[config.mk]
export PLATFORM = sky130hd
export DESIGN_NAME = pipemem_arbiter
export DESIGN_NICKNAME = d
export VERILOG_FILES = /design/src/rtl/pipemem_arbiter.sv
export SDC_FILE = /design/constraint.sdc
export NUM_CORES = 1
export LEC_CHECK = 0
export BUFFER_PORTS_ARGS = -buffer_cell sky130_fd_sc_hd__buf_2
export CAP_MARGIN = 20
export CORE_AREA = 2 2 116 118
export DETAILED_ROUTE_END_ITERATION = 16
export DIE_AREA = 0 0 118 120
export SLEW_MARGIN = 20
export SYNTH_ARGS = -nofsm -noshare
export SYNTH_HDL_FRONTEND = slang
export SYNTH_SLANG_ARGS = --single-unit
[constraint.sdc]
create_clock -name clock -period 1.7 [get_ports clock]
set_clock_uncertainty 0.2 [all_clocks]
set_input_delay 0.17 -clock clock [delete_from_list [all_inputs] [get_ports clock]]
set_output_delay 0.17 -clock clock [all_outputs]
set_load 0.05 [all_outputs]
[src/rtl/pipemem_arbiter.sv]
// pipemem_arbiter
//
// This block shares the single-port data memory / memory-mapped I/O space
// between the CPU MEM stage and one secondary master (DMA or debug loader).
// The CPU has fixed priority. While the CPU is requesting, a saturating wait
// counter lets a blocked DMA request take one forced slot after STARVE_LIMIT
// blocked cycles. The CPU is stalled for that one cycle.
//
// DMA handshake (valid/ready):
//   - dma_req is "valid". The master holds dma_req, dma_we, dma_addr and
//     dma_wdata stable until it sees dma_ack.
//   - dma_ack is "ready" and is combinational. A transfer occurs in every
//     cycle where dma_req and dma_ack are both high.
//   - Read data returns on dma_rdata one cycle later, qualified by a
//     one-cycle dma_rvalid pulse.
//
// Ports:
//   clock, resetn          : rising-edge clock, asynchronous active-low reset
//   cpu_req/we/addr/wdata  : MEM-stage access request
//   cpu_rdata              : combinational load data (mem_rdata passthrough)
//   cpu_stall              : CPU access not performed this cycle; hold pipeline
//   dma_req/we/addr/wdata  : secondary master request, held until dma_ack
//   dma_ack                : DMA access performed this cycle
//   dma_rdata, dma_rvalid  : registered DMA read data and its one-cycle strobe
//   mem_we/addr/wdata      : to memory / I/O decode
//   mem_rdata              : combinational read data for mem_addr
module pipemem_arbiter #(
  parameter int STARVE_LIMIT = 4
) (
  input  logic        clock,
  input  logic        resetn,
  input  logic        cpu_req,
  input  logic        cpu_we,
  input  logic [31:0] cpu_addr,
  input  logic [31:0] cpu_wdata,
  output logic [31:0] cpu_rdata,
  output logic        cpu_stall,
  input  logic        dma_req,
  input  logic        dma_we,
  input  logic [31:0] dma_addr,
  input  logic [31:0] dma_wdata,
  output logic        dma_ack,
  output logic [31:0] dma_rdata,
  output logic        dma_rvalid,
  output logic        mem_we,
  output logic [31:0] mem_addr,
  output logic [31:0] mem_wdata,
  input  logic [31:0] mem_rdata
);

  localparam logic [3:0] LIMIT = 4'(STARVE_LIMIT);

  logic [3:0] wait_cnt;
  logic       dma_last;
  logic       dma_gnt;

  // A forced slot is refused right after a DMA slot taken while the CPU was
  // requesting. This keeps the CPU from being stalled on two cycles in a row.
  // An idle CPU never blocks DMA.
  assign dma_gnt = resetn & dma_req &
                   (~cpu_req | ((wait_cnt >= LIMIT) & ~dma_last));

  assign cpu_stall = cpu_req & dma_gnt;
  assign dma_ack   = dma_gnt;
  assign cpu_rdata = mem_rdata;

  // Exactly one master reaches memory per cycle. A stalled CPU store is
  // replayed by the held pipeline next cycle, so same-address writes land
  // DMA-first.
  always_comb begin
    mem_addr  = cpu_addr;
    mem_wdata = cpu_wdata;
    mem_we    = cpu_req & cpu_we & resetn;
    if (dma_gnt) begin
      mem_addr  = dma_addr;
      mem_wdata = dma_wdata;
      mem_we    = dma_we;
    end
  end

  always_ff @(posedge clock or negedge resetn) begin
    if (!resetn) begin
      wait_cnt   <= 4'd0;
      dma_last   <= 1'b0;
      dma_rdata  <= 32'd0;
      dma_rvalid <= 1'b0;
    end else begin
      if (!dma_req || dma_gnt) begin
        wait_cnt <= 4'd0;
      end else if (wait_cnt >= LIMIT) begin
        wait_cnt <= LIMIT;
      end else begin
        wait_cnt <= wait_cnt + 4'd1;
      end

      dma_last <= dma_gnt & cpu_req;

      if (dma_gnt && !dma_we) begin
        dma_rdata  <= mem_rdata;
        dma_rvalid <= 1'b1;
      end else begin
        dma_rvalid <= 1'b0;
      end
    end
  end

endmodule

**Word-level counts from Yosys, hierarchy flattened**

Index checks and enable logic that the tools add are counted.

- Output and inout bits: 132
- Flip-flop bits (word level): 38
- Word-level logic and storage cells: 25
- Bits of input ports: 166

- Muxes and demuxes: 6
- $lt $le $gt $ge: 1
- Bitwise logic cells: 9
- Reductions and logical operators: 4
- Add/sub/neg operators: 1

Operators with widths:

| cell | number |
|---|---|
| $mux 32 | 2 |
| $mux 4 | 2 |
| $and 1x1->1 | 6 |
| $add 4x1->4 const B | 1 |
| $ge 4x3->1 const B | 1 |
| $logic_not 1->1 | 2 |
| $mux 1 | 2 |
| $not 1->1 | 2 |
| $logic_and 1x1->1 | 1 |
| $logic_or 1x1->1 | 1 |
| $or 1x1->1 | 1 |

**Depth between registers and ports, before layout**

Gate-level depths: netlist (run 1).

- Depth after elaboration: 6
- Mapped depth: 4
- Mapped depth without buffers: 3

**Worst setup path before layout (run 1)**

OpenSTA, ideal clock, no wires.

- Kind: register to output
- From: register dma_last
- To: output port mem_wdata[20]
- Stages on the path, launching flop included: 5
- Data required time: 1330 ps
- Buffers on the path: 1
- Data arrival time: 1667 ps
- Path slack: -337 ps
- Path through: dfrtp_1 > o21bai_2 > a21oi_2 > buf_4 > mux2_2

- Longest elaborated chain between the ends: 5

RTL lines:

| what | RTL line | text |
|---|---|---|
| start: declaration | 54 | `logic dma_last;` |
| start signal: assignment | 96 | `dma_last <= dma_gnt & cpu_req;` |
| $not 1->1 | 61 | `(~cpu_req \| ((wait_cnt >= LIMIT) & ~dma_last));` |
| $and 1x1->1 | 61 |  |
| $or 1x1->1 | 61 |  |
| $and 1x1->1 | 60 | `assign dma_gnt = resetn & dma_req &` |
| named net dma_ack | 42 | `output logic dma_ack,` |
| $mux 32 | 74 | `if (dma_gnt) begin` |
| end: declaration | 47 | `output logic [31:0] mem_wdata,` |

The timed path passes the listed nets, and every way through them passes these cells.

**Worst setup path in the final report (run 1)**

- From: register dma_last
- To: output port mem_wdata[26]

- Longest elaborated chain between the ends: 5

RTL lines:

| what | RTL line |
|---|---|
| $not 1->1 | 61 |
| $and 1x1->1 | 61 |
| $or 1x1->1 | 61 |
| $and 1x1->1 | 60 |
| $mux 32 | 74 |

Every way passes these cells.

==> tab_implementation.tex, run 1 <==
\begin{tabular}{lr}
\hline
Metric & Value \\
\hline
\multicolumn{2}{l}{\textbf{Run status}} \\
Result of the run & complete, but fails checks \\
Violated checks & negative hold slack, negative setup slack \\
\multicolumn{2}{l}{\textbf{Clocking}} \\
Maximum clock path buffer count & 2 \\
Max H-tree Level & 2 \\
Worst-path clk slew & 60 ps \\
CTS tree & done \\
Clock latency of the later-clocked register in the worst-skew pair & 270 ps \\
CTS sink cnt & 38 \\
Root buf cell & sky130\_fd\_sc\_hd\_\_clkbuf\_16 \\
Inserted Clock Buffers & 5 \\
CTS Hold Buffers Added & 32 \\
\multicolumn{2}{l}{\textbf{Global route}} \\
Number of antenna violations at the first check in global routing & 1 \\
Remaining Overflow, GRT & 0 \\
Via count of the first global-routing pass & $\sim$3.0k \\
First-pass GRT wire length & between 15 and 20 mm \\
Largest net degree at the start of global routing & 40 \\
GRT Overall Usage & 0.147 \\
\multicolumn{2}{l}{\textbf{Power and ir drop}} \\
Leakage dissipation & between 2 and 3 nW \\
Total power & 4.97 mW \\
Power per cell area & a little over 900 nW/µm² \\
Peak VDD IR & about 0.00060 V \\
\multicolumn{2}{l}{\textbf{Placement}} \\
Number of buffers inserted by port buffering & 297 \\
DPL Wire Length & 7.98 mm \\
Pre-CTS worst setup slack & -237 ps \\
Placement Cell Area & approximately 4500 µm² \\
Final estimated routing congestion in global placement & roughly 0.8 \\
\multicolumn{2}{l}{\textbf{Die}} \\
Number of placed I/O pins & a little under 300 \\
Core Area & around 13000 µm² \\
Site row count & 42 \\
Horizontal die dimension & about 120 µm \\
Area enclosed by the die boundary & 14200 µm² \\
Initial Utilization & 0.192 \\
Die H & between 100 and 150 µm \\
\multicolumn{2}{l}{\textbf{Synth}} \\
Post-synthesis cell count & roughly 190 \\
Main combinational cell family by area after synthesis & multiplexers \\
Total of warnings raised by yosys & 0 \\
Basic-gate share of the synthesized area counting and, or, nand and nor cells & 0.0171 \\
Cell Area, Synth & between 2000 and 2500 µm² \\
Arithmetic-cell share of the synthesized area counting full adders, half adders and majority gates & 0.00502 \\
Synthesized-area fraction occupied by xor and xnor cells & 0 \\
Net count after synthesis & between 300 and 400 \\
Number of flip-flops and latches in the synthesized netlist & 38 \\
Mean post-synth cell area & roughly 13 µm² \\
Multiplexer share of the synthesized area & 0.438 \\
Number of distinct library cell variants in the gate-level netlist after synthesis & 16 \\
Post-synthesis compound-gate area fraction & 0.0191 \\
Seq/Total Area, Yosys & 0.382 \\
\multicolumn{2}{l}{\textbf{Finish}} \\
Fraction of layout instances using a drive strength above 1 & 0.845 \\
Layout-stage area growth over the synthesis result & 118\% \\
Layout fillers & between 1k and 1.5k \\
Cell area after layout & 5440 µm² \\
Most common cell after layout, fill and taps aside & sky130\_fd\_sc\_hd\_\_buf\_2 \\
Top library cells by usage in the layout, fill and taps aside & 230 x sky130\_fd\_sc\_hd\_\_buf\_2, 97 x sky130\_fd\_sc\_hd\_\_mux2\_4, 48 x sky130\_fd\_sc\_hd\_\_buf\_4 \\
Net count of the finished layout & a little under 700 \\
Area of the multi-input gates & roughly 1600 µm² \\
Flip-flop and latch area & about 950 µm² \\
\multicolumn{2}{l}{\textbf{Worst setup path}} \\
CP startpoint & dma\_last \\
Type of origin of the critical path & flip-flop \\
Critical register-to-register path startpoint & dma\_last \\
Worst setup path endpoint & mem\_wdata[26] \\
Depth of the worst register-to-register path & 7 \\
Critical path fanouts, max & 14 \\
Worst R2R End & dma\_rdata[31] \\
Critical path type & flip-flop to output port \\
Flop2flop setup slack & -290 ps \\
Critical path endpoint category & output port \\
Data arrival time of the worst path & $\sim$1800 ps \\
Critical path data required time & approximately 1300 ps \\
\multicolumn{2}{l}{\textbf{Route}} \\
Sum of routed wire length over all layers & 10.9 mm \\
Detailed Routing Iterations Pass 1 & 4 \\
Number of vias in the routed layout & 2772 \\
Remaining number of nets flagged by the antenna check after routing & 0 \\
Wire per inst & approximately 16 µm \\
Initial drt markers & $\sim$110 \\
DRC & 0 \\
Detailed-route vias per instance & 4.00 \\
\multicolumn{2}{l}{\textbf{STA}} \\
Minimum hold slack & -213 ps \\
Final Slew Violations & 0 \\
Max Clk Rate & around 450 MHz \\
RSZ-0062 raised after global routing & yes \\
Final hold viol count & 38 \\
Number of failing setup endpoints in the final timing report & 100 \\
Final worst-path setup slack & -499 ps \\
Final critical-path share of the clock period & 1.29 \\
Minimum clock period & about 2200 ps \\
\multicolumn{2}{l}{\textbf{Run}} \\
Max Cap Violations & 0 \\
\multicolumn{2}{l}{\textbf{Hold path}} \\
Class of the worst hold path & input pin to async pin \\
\hline
\end{tabular}
-- synthesized netlist by cell type --
cell type | n | area (µm²)
sky130_fd_sc_hd__and3_1 | 1 | 6.26
sky130_fd_sc_hd__buf_4 | 35 | 263
sky130_fd_sc_hd__nand2_1 | 2 | 7.51
sky130_fd_sc_hd__conb_1 | 1 | 3.75
sky130_fd_sc_hd__buf_6 | 7 | 78.8
sky130_fd_sc_hd__nor2_1 | 1 | 3.75
sky130_fd_sc_hd__nand2b_1 | 1 | 6.26
sky130_fd_sc_hd__and2_1 | 1 | 6.26
sky130_fd_sc_hd__a211oi_4 | 1 | 20.0
sky130_fd_sc_hd__nor4_1 | 2 | 12.5
sky130_fd_sc_hd__ha_1 | 1 | 12.5
sky130_fd_sc_hd__mux2_2 | 97 | 1090
sky130_fd_sc_hd__dfrtp_1 | 38 | 951
sky130_fd_sc_hd__a21oi_2 | 1 | 8.76
sky130_fd_sc_hd__o31ai_1 | 1 | 7.51
sky130_fd_sc_hd__o21bai_2 | 1 | 11.3
-- area by class of cell --
| cell class | instances | share of cell area |
|---|---|---|
| Tap cell | 176 | 0.0405 |
| Clock inverter | 1 | 0.00552 |
| Sequential cell | 38 | 0.175 |
| Timing Repair Buffer | 360 | 0.462 |
| Multi-Input combinational cell | 111 | 0.291 |
| Antenna cell | 1 | 0.000460 |
| Clock buffer | 6 | 0.0255 |
-- logic make-up after synthesis --
group	Yosys count
muxes	97
buffers and inverters	42
DFF	38
and+or+nand+nor	8
AOI/OAI and AO/OA	4
adders and majority gates	1
other	1
-- sequential cells by signal, indices dropped and copies added, names as in the netlist --
name        cells
wait_cnt        4
dma_rvalid      1
dma_last        1
dma_rdata      32
-- through the flow --
stage | setup TNS [ps] | hold slack [ps] | util | instances
6_report | -38540 | -213 | 0.419 | 693
5_1_grt | -45340 | -156 | 0.419 | 693
4_1_cts | -36380 | -191 | 0.417 | 691
3_5_place_dp | -18110 | 107 | 0.344 | 643
3_3_place_gp | -14370 | 91.3 | 0.344 | 643
2_1_floorplan | -5650 | -326 | - | 191
-- where the power goes --
| part | switching, mW | leakage, nW | internal [mW] |
|---|---|---|---|
| Sequential | 0.111 | 0.459 | 1.09 |
| Combinational | 1.68 | 2.37 | 1.04 |
| Clock | 0.340 | 0.0829 | 0.723 |
-- how the worst min path moves through the flow --
stage,start,end,slack (ps),cells after the start
after global routing,resetn,dma_rdata[13],-160,2
after floorplan,resetn,dma_last,-330,0
final,resetn,dma_rdata[30],-210,2
after global placement,resetn,wait_cnt[0],90,2
after detailed placement,resetn,wait_cnt[1],110,2
after CTS,resetn,wait_cnt[1],-190,2
-- metal layers --
| layer | GRT usage | routed length [µm] | share of wire |
|---|---|---|---|
| met1 | 0.174 | 4290 | 0.39 |
| met2 | 0.265 | 5670 | 0.52 |
| met3 | 0.0375 | 810 | 0.074 |
| met4 | 0.0392 | 180 | 0.016 |
| met5 | 0 | 0 | 0 |
-- what timing repair did --
action                                  4_1_cts  5_1_grt
hold endpoints to repair                     70       38
pin swaps                                     0        1
resized for setup                           109        8
endpoints found under the setup margin       99       99
cloned                                        4        0
setup buffers                                 5        2
-- worst max-delay path, stage by stage (launching register included) --
cell and delay, ps:
sky130_fd_sc_hd__dfrtp_1 360, sky130_fd_sc_hd__o21bai_4 180, sky130_fd_sc_hd__a21oi_4 150, sky130_fd_sc_hd__buf_12 170, sky130_fd_sc_hd__buf_4 170, sky130_fd_sc_hd__mux2_4 320, sky130_fd_sc_hd__buf_4 190
Power figures use the tool's default switching activity.
==> inputs of run 2 (changes only) <==
Clock period 1.7 ns to 2.1 ns, I/O delays scaled along.
==> tab_implementation.tex, run 2 (synthesis gave the netlist of run 1 again) <==
\begin{tabular}{lr}
\hline
Metric & Value \\
\hline
\multicolumn{2}{l}{\textbf{Power and ir drop}} \\
Switching share of total power & 0.421 (was 0.427) \\
Power per cell area & 752 nW/µm² (was 915 nW/µm²) \\
Peak VDD IR & 0.000326 V (was 0.000596 V) \\
Combinational group share of total power & 0.534 (was 0.546) \\
Internal power of the cells & 2.38 mW (was 2.85 mW) \\
Total power & 4.11 mW (was 4.97 mW) \\
Net switching power of the design & 1.73 mW (was 2.13 mW) \\
Reg power frac & 0.230 (was 0.240) \\
Leakage dissipation & 2.80 nW (was 2.91 nW) \\
Proportion of power drawn by the clock network & 0.236 (was 0.214) \\
\multicolumn{2}{l}{\textbf{Clocking}} \\
Clock latency of the later-clocked register in the worst-skew pair & 280 ps (was 270 ps) \\
Maximum clock path buffer count & 2 (unchanged) \\
CTS sink cnt & 38 (unchanged) \\
Max H-tree Level & 2 (unchanged) \\
Worst-path clk slew & 60 ps (about the same) \\
Inserted Clock Buffers & 5 (unchanged) \\
Root buf cell & sky130\_fd\_sc\_hd\_\_clkbuf\_16 (unchanged) \\
CTS tree & done (unchanged) \\
\multicolumn{2}{l}{\textbf{Global route}} \\
Largest net degree at the start of global routing & 39 (was 40) \\
Number of antenna violations at the first check in global routing & 0 (was 1) \\
Remaining Overflow, GRT & 0 (unchanged) \\
GRT Overall Usage & 0.141 (was 0.147) \\
Via count of the first global-routing pass & 2958 (was 3048) \\
First-pass GRT wire length & 15.5 mm (was 16.4 mm) \\
\multicolumn{2}{l}{\textbf{Finish}} \\
Largest register by flop count & dma\_rdata (unchanged) \\
Net count of the finished layout & 670 (was 683) \\
Top library cells by usage in the layout, fill and taps aside & 231 x sky130\_fd\_sc\_hd\_\_buf\_2, 52 x sky130\_fd\_sc\_hd\_\_mux2\_4, 45 x sky130\_fd\_sc\_hd\_\_mux2\_2 (was 230 x sky130\_fd\_sc\_hd\_\_buf\_2, 97 x sky130\_fd\_sc\_hd\_\_mux2\_4, 48 x sky130\_fd\_sc\_hd\_\_buf\_4) \\
Most common cell after layout, fill and taps aside & sky130\_fd\_sc\_hd\_\_buf\_2 (unchanged) \\
Max reg flops & 32 (unchanged) \\
Number of antenna diodes & 0 (was 1) \\
Fraction of layout instances using a drive strength above 1 & 0.839 (was 0.845) \\
Layout-stage area growth over the synthesis result & 119\% (was 118\%) \\
Post-route non-filler standard cell count & 680 (was 693) \\
Registers with the most flip-flops & dma\_rdata: 32 flops, wait\_cnt: 4 flops (unchanged) \\
Share of the core filled with cells & 0.421 (was 0.419) \\
\multicolumn{2}{l}{\textbf{Placement}} \\
Number of buffers inserted by port buffering & 297 (unchanged) \\
DPL Wire Length & 7.65 mm (was 7.98 mm) \\
Final estimated routing congestion in global placement & 0.761 (was 0.784) \\
Total placed cells including tap cells & 627 (was 643) \\
\multicolumn{2}{l}{\textbf{STA}} \\
RSZ-0062 raised after global routing & yes (unchanged) \\
Setup Total Neg Slack & -7250 ps (was -38540 ps) \\
Minimum clock period & about 2300 ps \\
Final Slew Violations & 0 (unchanged) \\
Final worst-path setup slack & -166 ps (was -499 ps) \\
Minimum hold slack & 6.19 ps (was -213 ps) \\
Final critical-path share of the clock period & 1.08 \\
Max Clk Rate & $\sim$440 MHz \\
Number of failing setup endpoints in the final timing report & 65 (was 100) \\
Final hold viol count & 0 (was 38) \\
\multicolumn{2}{l}{\textbf{Die}} \\
Die H & 120 µm (unchanged) \\
Initial Utilization & 0.192 (unchanged) \\
Horizontal die dimension & 118 µm (unchanged) \\
Number of placed I/O pins & 298 (unchanged) \\
Site row count & 42 (unchanged) \\
Core Area & 13000 µm² (unchanged) \\
Area enclosed by the die boundary & 14200 µm² (unchanged) \\
\multicolumn{2}{l}{\textbf{Worst setup path}} \\
Critical Path, Cell by Cell & o21bai\_4 -> a21oi\_4 -> buf\_6 -> buf\_12 -> mux2\_2 -> buf\_6 (was o21bai\_4 -> a21oi\_4 -> buf\_12 -> buf\_4 -> mux2\_4 -> buf\_4) \\
Master of the slowest instance on the critical path & sky130\_fd\_sc\_hd\_\_mux2\_2 (was sky130\_fd\_sc\_hd\_\_dfrtp\_1) \\
Critical path type & flip-flop to output port (unchanged) \\
Critical path's most frequent cell & sky130\_fd\_sc\_hd\_\_buf\_6 (was sky130\_fd\_sc\_hd\_\_buf\_4) \\
Critical path endpoint category & output port (unchanged) \\
Data arrival time of the worst path & 1860 ps (was 1830 ps) \\
CP max stage delay & 370 ps (was 360 ps) \\
Depth of the worst register-to-register path & 5 (was 7) \\
Critical path data required time & 1690 ps (was 1330 ps) \\
Type of origin of the critical path & flip-flop (unchanged) \\
Critical path fanouts, max & 14 (unchanged) \\
\multicolumn{2}{l}{\textbf{Hold path}} \\
Class of the worst hold path & input pin to flip-flop (was input pin to async pin) \\
Min-Delay Path Depth & 2 \\
\multicolumn{2}{l}{\textbf{Route}} \\
DRC & 0 (unchanged) \\
Detailed Routing Iterations Pass 1 & 4 (unchanged) \\
Remaining number of nets flagged by the antenna check after routing & 0 (unchanged) \\
Initial drt markers & 46 (was 109) \\
Number of vias in the routed layout & 2705 (was 2772) \\
Wire per inst & 16.6 µm (was 15.8 µm) \\
Detailed-route vias per instance & 3.98 (was 4.00) \\
Sum of routed wire length over all layers & 11.3 mm (was 10.9 mm) \\
\multicolumn{2}{l}{\textbf{Run status}} \\
Result of the run & complete, but fails checks (unchanged) \\
Violated checks & negative setup slack (was negative hold slack, negative setup slack) \\
\multicolumn{2}{l}{\textbf{Run}} \\
Max Cap Violations & 0 (unchanged) \\
\hline
\end{tabular}
## run 2: per-layer routing
metal  vias to the layer above  wire [µm]  track usage
li1                       1275          -            -
met1                      1288       4420        0.170
met2                       136       6040        0.250
met5                         -          0            0
met3                         6        773       0.0418
met4                         0         86       0.0279
## run 2: area by class of cell
cell class | count | area, µm²
fill | 1203 | 7510
clock buffer | 5 | 125
sequential | 38 | 951
timing repair buffer | 347 | 2690
clock inverter | 3 | 68.8
tap | 176 | 220
multi-input combinational | 111 | 1410
## run 2: worst paths after layout
check,slack (ps),start,end
max,-170,dma_last,mem_addr[7]
min,6,mem_rdata[14],dma_rdata[14]
max reg2reg,230,dma_last,dma_rdata[17]
min reg2reg,300,dma_rdata[15],dma_rdata[15]
max in group asynchronous,870,resetn,dma_rdata[11]
min in group asynchronous,470,resetn,wait_cnt[2]
## run 2: per-stage QoR
step                setup WS [ps]  instance area, µm²
finish                       -166                5470
CTS                          -156                5210
global route                 -263                5470
global placement            -21.7                3930
floorplan                    23.0                2490
detailed placement          -32.5                3930
## run 2: power by group through the flow
stage	combinational (mW)	sequential (mW)	clock, mW
2_1_floorplan	0.847	1.46	0
3_3_place_gp	1.78	0.950	0
3_5_place_dp	1.79	0.959	0
4_1_cts	2.10	0.945	1.00
5_1_grt	2.28	0.965	1.04
6_report	2.20	0.945	0.971
## run 2: repair_timing
action	in CTS	in global routing
cloned	4	2
pin swaps	1	0
hold buffers	33	0
setup endpoints to repair	66	66
resized for setup	183	55
hold endpoints to repair	72	0
buffers inserted	6	0
## run 2: critical path: cells and delay by family, from the launching register on
family | cells | cell delay [ps]
buffers and inverters | 3 | 460
AO/OA/AOI/OAI | 2 | 380
multiplexers | 1 | 370
flip-flops | 1 | 350
